## src/rtl/regfile_pkg.sv

```systemverilog
// -----------------------------------------------------------------------------
// regfile_pkg
//   Shared constants and types for the MIPS register file and its load-pending
//   scoreboard.
//   INSTR_WIDTH : datapath width, taken from `INSTR_WIDTH (default 32)
//   REG_ADDR_W  : register address width (5, for 32 architectural registers)
//   REG_ZERO    : address of the hardwired zero register
//   PEND_MAX    : saturation value of a scoreboard counter
// -----------------------------------------------------------------------------
`ifndef INSTR_WIDTH
`define INSTR_WIDTH 32
`endif

package regfile_pkg;

  localparam int INSTR_WIDTH = `INSTR_WIDTH;
  localparam int REG_ADDR_W  = 5;
  localparam int NUM_REGS    = 1 << REG_ADDR_W;
  localparam int PEND_MAX    = 3;

  typedef logic [REG_ADDR_W-1:0] reg_addr_t;

  localparam reg_addr_t REG_ZERO = 5'd0;

endpackage

```

## src/rtl/regfile_scoreboard.sv

```systemverilog
// -----------------------------------------------------------------------------
// regfile_scoreboard
//   Per-register count of loads issued by ID that have not yet written back.
//   ID uses it to stall on load-use hazards.
//   clk, resetn        : clock, asynchronous active-low reset
//   inc_en, inc_addr   : a load to inc_addr is issued this cycle (addr != 0)
//   dec_en, dec_addr   : a load write-back to dec_addr happens this cycle
//   rs_addr, rt_addr   : source registers read by ID
//   stall              : rs or rt still waits on a load that is not the one
//                        completing this cycle
// -----------------------------------------------------------------------------
module regfile_scoreboard
  import regfile_pkg::*;
#(
  parameter int NREG   = NUM_REGS,
  parameter int PEND_W = 2
) (
  input  logic      clk,
  input  logic      resetn,
  input  logic      inc_en,
  input  reg_addr_t inc_addr,
  input  logic      dec_en,
  input  reg_addr_t dec_addr,
  input  reg_addr_t rs_addr,
  input  reg_addr_t rt_addr,
  output logic      stall
);

  localparam logic [PEND_W-1:0] PMAX = PEND_W'(PEND_MAX);

  logic [PEND_W-1:0] pend     [NREG];
  logic [PEND_W-1:0] pend_nxt [NREG];

  // A register is busy if it still has pending loads after the one
  // completing this cycle (which the read bypass already covers).
  function automatic logic busy(input logic [PEND_W-1:0] cnt, input logic done_now);
    if (done_now) return cnt > PEND_W'(1);
    return cnt != '0;
  endfunction

  // NOTE: every variable assigned in always_comb gets a default first, so
  // no path leaves it unassigned and no latch is inferred.
  always_comb begin
    for (int i = 0; i < NREG; i++) begin
      logic inc_hit;
      logic dec_hit;
      inc_hit     = inc_en && (inc_addr == REG_ADDR_W'(i));
      dec_hit     = dec_en && (dec_addr == REG_ADDR_W'(i));
      pend_nxt[i] = pend[i];
      if (i != 0) begin
        // Issue and completion on the same register cancel out.
        if (inc_hit && !dec_hit && pend[i] != PMAX)
          pend_nxt[i] = pend[i] + PEND_W'(1);
        else if (dec_hit && !inc_hit && pend[i] != '0)
          pend_nxt[i] = pend[i] - PEND_W'(1);
      end else begin
        pend_nxt[i] = '0;
      end
    end
  end

  // NOTE: sequential state uses non-blocking assignments so every flop
  // samples the pre-edge values regardless of statement order.
  always_ff @(posedge clk or negedge resetn) begin
    if (!resetn) begin
      for (int i = 0; i < NREG; i++) pend[i] <= '0;
    end else begin
      for (int i = 0; i < NREG; i++) pend[i] <= pend_nxt[i];
    end
  end

  assign stall = busy(pend[rs_addr], dec_en && (dec_addr == rs_addr))
               | busy(pend[rt_addr], dec_en && (dec_addr == rt_addr));

`ifndef SYNTHESIS
  // Overflow and underflow mean the pipeline lost track of a load.
  always @(posedge clk) begin
    if (resetn) begin
      if (inc_en && !(dec_en && dec_addr == inc_addr))
        assert (pend[inc_addr] != PMAX)
          else $error("regfile_scoreboard: load issued to r%0d with counter saturated", inc_addr);
      if (dec_en && !(inc_en && inc_addr == dec_addr))
        assert (pend[dec_addr] != '0)
          else $error("regfile_scoreboard: load write-back to r%0d with no load pending", dec_addr);
    end
  end
`endif

endmodule

```

## src/rtl/regfile.sv

```systemverilog
// -----------------------------------------------------------------------------
// regfile
//   MIPS general-purpose register file at the sink end of write-back.
//   clk, resetn                       : clock, asynchronous active-low reset
//   W_WB_addr/_w_reg_ena/_wb_data     : write port from WB
//   W_WB_is_load                      : WB instruction is a load (retires a
//                                       scoreboard entry)
//   D_rs_addr/D_rs_data               : combinational read port A with bypass
//   D_rt_addr/D_rt_data               : combinational read port B with bypass
//   D_issue_load/D_issue_rd           : ID issues a load to D_issue_rd
//   D_stall                           : load-use hazard on rs or rt
//   dbg_wen/dbg_wnum/dbg_wdata        : registered write-back trace
//   dbg_wcount                        : wrapping count of architectural writes
// -----------------------------------------------------------------------------
module regfile
  import regfile_pkg::*;
#(
  parameter int DATA_W = INSTR_WIDTH,
  parameter int NREG   = NUM_REGS,
  parameter int PEND_W = 2
) (
  input  logic              clk,
  input  logic              resetn,
  input  logic [4:0]        W_WB_addr,
  input  logic              W_WB_w_reg_ena,
  input  logic [DATA_W-1:0] W_WB_wb_data,
  input  logic              W_WB_is_load,
  input  logic [4:0]        D_rs_addr,
  input  logic [4:0]        D_rt_addr,
  output logic [DATA_W-1:0] D_rs_data,
  output logic [DATA_W-1:0] D_rt_data,
  input  logic              D_issue_load,
  input  logic [4:0]        D_issue_rd,
  output logic              D_stall,
  output logic              dbg_wen,
  output logic [4:0]        dbg_wnum,
  output logic [DATA_W-1:0] dbg_wdata,
  output logic [31:0]       dbg_wcount
);

  logic [DATA_W-1:0] regs [NREG];

  logic wr_en;
  logic issue_en;

  // Writes to r0 are architecturally dropped: no storage, bypass or trace.
  assign wr_en    = W_WB_w_reg_ena && (W_WB_addr != REG_ZERO);
  assign issue_en = D_issue_load && (D_issue_rd != REG_ZERO);

  // NOTE: the array is built from flops rather than a RAM macro, so it can
  // take the asynchronous clear the architecture demands.
  always_ff @(posedge clk or negedge resetn) begin
    if (!resetn) begin
      for (int i = 0; i < NREG; i++) regs[i] <= '0;
    end else if (wr_en) begin
      regs[W_WB_addr] <= W_WB_wb_data;
    end
  end

  // Write-first bypass. Gating with resetn keeps read data at zero for the
  // whole reset, even if WB happens to hold a write enable.
  always_comb begin
    D_rs_data = '0;
    D_rt_data = '0;
    if (resetn && D_rs_addr != REG_ZERO)
      D_rs_data = (wr_en && D_rs_addr == W_WB_addr) ? W_WB_wb_data : regs[D_rs_addr];
    if (resetn && D_rt_addr != REG_ZERO)
      D_rt_data = (wr_en && D_rt_addr == W_WB_addr) ? W_WB_wb_data : regs[D_rt_addr];
  end

  regfile_scoreboard #(
    .NREG   (NREG),
    .PEND_W (PEND_W)
  ) u_scoreboard (
    .clk      (clk),
    .resetn   (resetn),
    .inc_en   (issue_en),
    .inc_addr (D_issue_rd),
    .dec_en   (wr_en && W_WB_is_load),
    .dec_addr (W_WB_addr),
    .rs_addr  (D_rs_addr),
    .rt_addr  (D_rt_addr),
    .stall    (D_stall)
  );

  // Trace: wen pulses for one cycle per write; number and data hold.
  always_ff @(posedge clk or negedge resetn) begin
    if (!resetn) begin
      dbg_wen    <= 1'b0;
      dbg_wnum   <= '0;
      dbg_wdata  <= '0;
      dbg_wcount <= '0;
    end else begin
      dbg_wen <= wr_en;
      if (wr_en) begin
        dbg_wnum   <= W_WB_addr;
        dbg_wdata  <= W_WB_wb_data;
        dbg_wcount <= dbg_wcount + 32'd1;
      end
    end
  end

endmodule

```

## config.mk

```make
export PLATFORM = sky130hd
export DESIGN_NAME = regfile
export DESIGN_NICKNAME = d
export VERILOG_FILES = /design/src/rtl/regfile_pkg.sv /design/src/rtl/regfile_scoreboard.sv /design/src/rtl/regfile.sv
export SDC_FILE = /design/constraint.sdc
export NUM_CORES = 2
export LEC_CHECK = 0
export CAP_MARGIN = 5
export CORE_ASPECT_RATIO = 0.75
export CORE_UTILIZATION = 65
export CTS_BUF_LIST = sky130_fd_sc_hd__clkbuf_4
export CTS_CLUSTER_SIZE = 14
export DETAILED_ROUTE_END_ITERATION = 10
export PLACE_DENSITY = 0.84
export SKIP_CTS_REPAIR_TIMING = 1
export SYNTH_ARGS = -nofsm -noshare
export SYNTH_HDL_FRONTEND = slang
export SYNTH_SLANG_ARGS = --single-unit
```

## constraint.sdc

```tcl
create_clock -name clk -period 9.2 [get_ports clk]
set_clock_uncertainty 0.15 [all_clocks]
set_input_delay 2.76 -clock clk [delete_from_list [all_inputs] [get_ports clk]]
set_output_delay 2.76 -clock clk [all_outputs]
set_load 0.02 [all_outputs]
```

==> reports/results.txt <==
Pint: 10.0 mW
Reg clk slew, reported paths: 0.07 ns
Hold WC Path Type: flip-flop to flip-flop
Ys Warns: 0
power density cells: 206 mW/mm^2
RR Startpoint: dbg_wcount[3]
Mapped Area: 0.0622 mm^2
Lkg Pwr: 29.7 nW
vias in the first global route: 43,200
GRT Total Usage: 37.6%
nets: 4,548
syn nets: 4,329
clock power share: 29.3%
CTS Buf Count: 299
clock root buffer: clkbuf_4
first-pass GRT wire length: 272 mm
number of cells on the critical path: 10
worst-margin pin slew: 1.27 ns
Die H: 270 um
Worst-Skew Late Latency: 1.21 ns
slew margin rel.: 15.0%
Post-DP Area: 0.0658 mm^2
Crit Reg-Reg Endpoint: dbg_wcount[20]
prevailing post-synth register cell: dfrtp_1
run status: completed
DP Worst Slack: 0.0148 ns
Mapped Avg Cell Area: 14.6 um^2
GPL Wtd Cong: 0.859
WP data required: 6.29 ns
Post-synth EDFFs: 0
Max Cap Viol: 0
P_sw: 4.19 mW
Worst EP arrival: 6.08 ns
Post-synth ARST share: 100%
Avg WL per Cell: 30.0 um
pin count of the biggest net entering global routing: 171
min cycle time layout: 8.99 ns
crit path kind: input pin to output pin
initial antenna violation count: 6
H-tree Lvls: 5
Seq cells post-synth: 1,156
clock tree buffer depth: 4
delay of the slowest critical-path stage: 0.65 ns
Reg2Reg Depth: 6
# clock sinks: 1,156
Top delay family on crit path: buffers and inverters
Final Cell Area: 0.0692 mm^2
Via density: 7.17
post-synthesis sequential area ratio: 46.5%
Critical-path top delay cell: clkdlybuf4s50_1
Final Worst Setup Slack: 0.210 ns
Initial Util: 66.1%
Hold Path Stages: 0
Sequential Power Share: 47.8%
Port Buffers: 191
final hold violations: 0
CP Buf/Inv Count: 4
core area: 0.0941 mm^2
Worst Setup EP: D_rt_data[0]
initial DRC count: 5,273
Sw Ratio: 29.4%
most used cell, CP: clkdlybuf4s50_1
RSZ-0062 raised after global routing: false
Cell variety after synth: 57
drt first pass iters: 6
final WL: 177 mm
VDD IR max: 0.161 mV
CP Cell Sequence: clkdlybuf4s50_1 > or4_4 > o21ai_4 > inv_2 > nand4_1 > or3b_2 > buf_4 > nor2b_1 > a211o_1 > clkdlybuf4s50_1
setup violators final: 0
CTS tree: done
final period utilization: 97.7%
CP Capture Type: output pin
Cells after Synth: 4,271
I/O pins: 192
die width: 359 um
Layout area overhead: 11.3%
reg-to-reg slack, setup: 6.94 ns
Combinational Power Share: 22.9%
Fmax: 0.111 GHz
HPWL after DPL: 105 mm
share of layout cells above drive strength 1: 48.6%
Rows: 97
vias: 42,400
Final Power: 14.2 mW
# DRC: 0
worst setup path startpoint: W_WB_addr[3]
CP Launch Type: input pin
Slew Viols, Final: 0
DRT antenna net count: 0
TNS Setup: 0 ns
Die ar.: 0.0969 mm^2
grt ovf: 0
Crit Path Max Fanout: 16
==> cells in the final DEF (no fill, tap or decap), drive strengths merged, types with 10 or more instances in the layout <==
master         count
a211oi           142
nor3              20
xnor2             33
a21oi             64
nand2            165
mux2i             80
o21ai             50
clkdlybuf4s50    182
mux2             995
inv               16
nand4             10
nor2             137
nand3             28
buf              182
or2               24
clkinv            65
a211o             66
and2              21
dfrtp           1156
clkbuf           411
mux4             605
nor2b            137
==> synth_stat cells (all sizes together), types with 3 or more instances <==
library cell,n,area [um^2]
nand3b,7,52.6
nand3,28,140
buf,116,577
nor2b,137,857
nand2,165,619
nor4b,3,26.3
nand4,10,62.6
a21oi,64,320
mux2i,80,801
nor2,137,514
o211ai,4,30.0
xnor2,33,289
o21ai,50,262
dfrtp,1156,28900
o2111ai,3,26.3
and2,21,131
mux4,605,13600
a211o,66,578
or2,24,150
a211oi,142,1070
nor3,20,105
nor3b,5,37.5
clkbuf,332,1250
nand2b,8,50.1
mux2,995,11200
a22o,4,35.0
o2bb2ai,4,35.0
and3,8,50.1
inv,9,33.8
a21o,3,22.5
xor2,8,70.1
==> layer usage <==
layer  vias to the layer above  track usage (%)  part of all wire, %
met4                         4             18.7                  4.5
met2                      2782             53.6                   45
met5                         -                0                0.012
met1                     22200             53.7                   39
li1                      16900                -                    -
met3                       530             10.6                   12
==> worst min-delay path by stage <==
stage / start / end / slack [ns]
after floorplan: regs[1000] / regs[1000] / 0.29
after global placement: regs[1018] / regs[1018] / 0.23
after detailed placement: regs[994] / regs[994] / 0.23
after CTS: regs[1002] / regs[1002] / 0.25
after global routing: regs[995] / regs[995] / 0.26
final: regs[994] / regs[994] / 0.25
==> cell families after synthesis <==
kind of cell    synth area share (%)
fa+ha+maj                     0.0201
xor+xnor                       0.578
mux                             41.2
flops                           46.5
simple gates                    4.62
buf+inv                         2.99
compound gates                  4.02
==> power groups by stage <==
| stage | logic, mW | clock network [mW] | registers (mW) |
|---|---|---|---|
| after global placement | 3.14 | 0 | 6.75 |
| after CTS | 3.25 | 4.22 | 6.75 |
| after detailed placement | 3.24 | 0 | 6.83 |
| after global routing | 3.45 | 4.49 | 6.91 |
| after floorplan | 2.39 | 0 | 6.62 |
| final | 3.26 | 4.17 | 6.79 |
==> sequential cells by signal, summed over array words and instances, names as in the netlist <==
| register | cells |
|---|---|
| u_scoreboard.pend | 62 |
| dbg_wdata | 32 |
| dbg_wnum | 5 |
| regs | 1024 |
| dbg_wcount | 32 |
| dbg_wen | 1 |
==> final cells by class <==
class	count	area, um^2
inverter	9	33.8
clock inverter	72	277
sequential	1156	28900
antenna	5	12.5
timing repair buffer	366	3650
fill	5766	24900
tap	1237	1550
clock buffer	409	3070
multi-input combinational	2658	31600
==> metrics by stage <==
stage	hold WS, ns	std cells	utilization, %
finish	0.245	5912	73.5
floorplan	0.291	4271	-
global route	0.263	5909	73.5
global placement	0.226	5424	69.9
detailed placement	0.232	5424	69.9
CTS	0.247	5905	73.5
(Power assumes the default switching activity.)
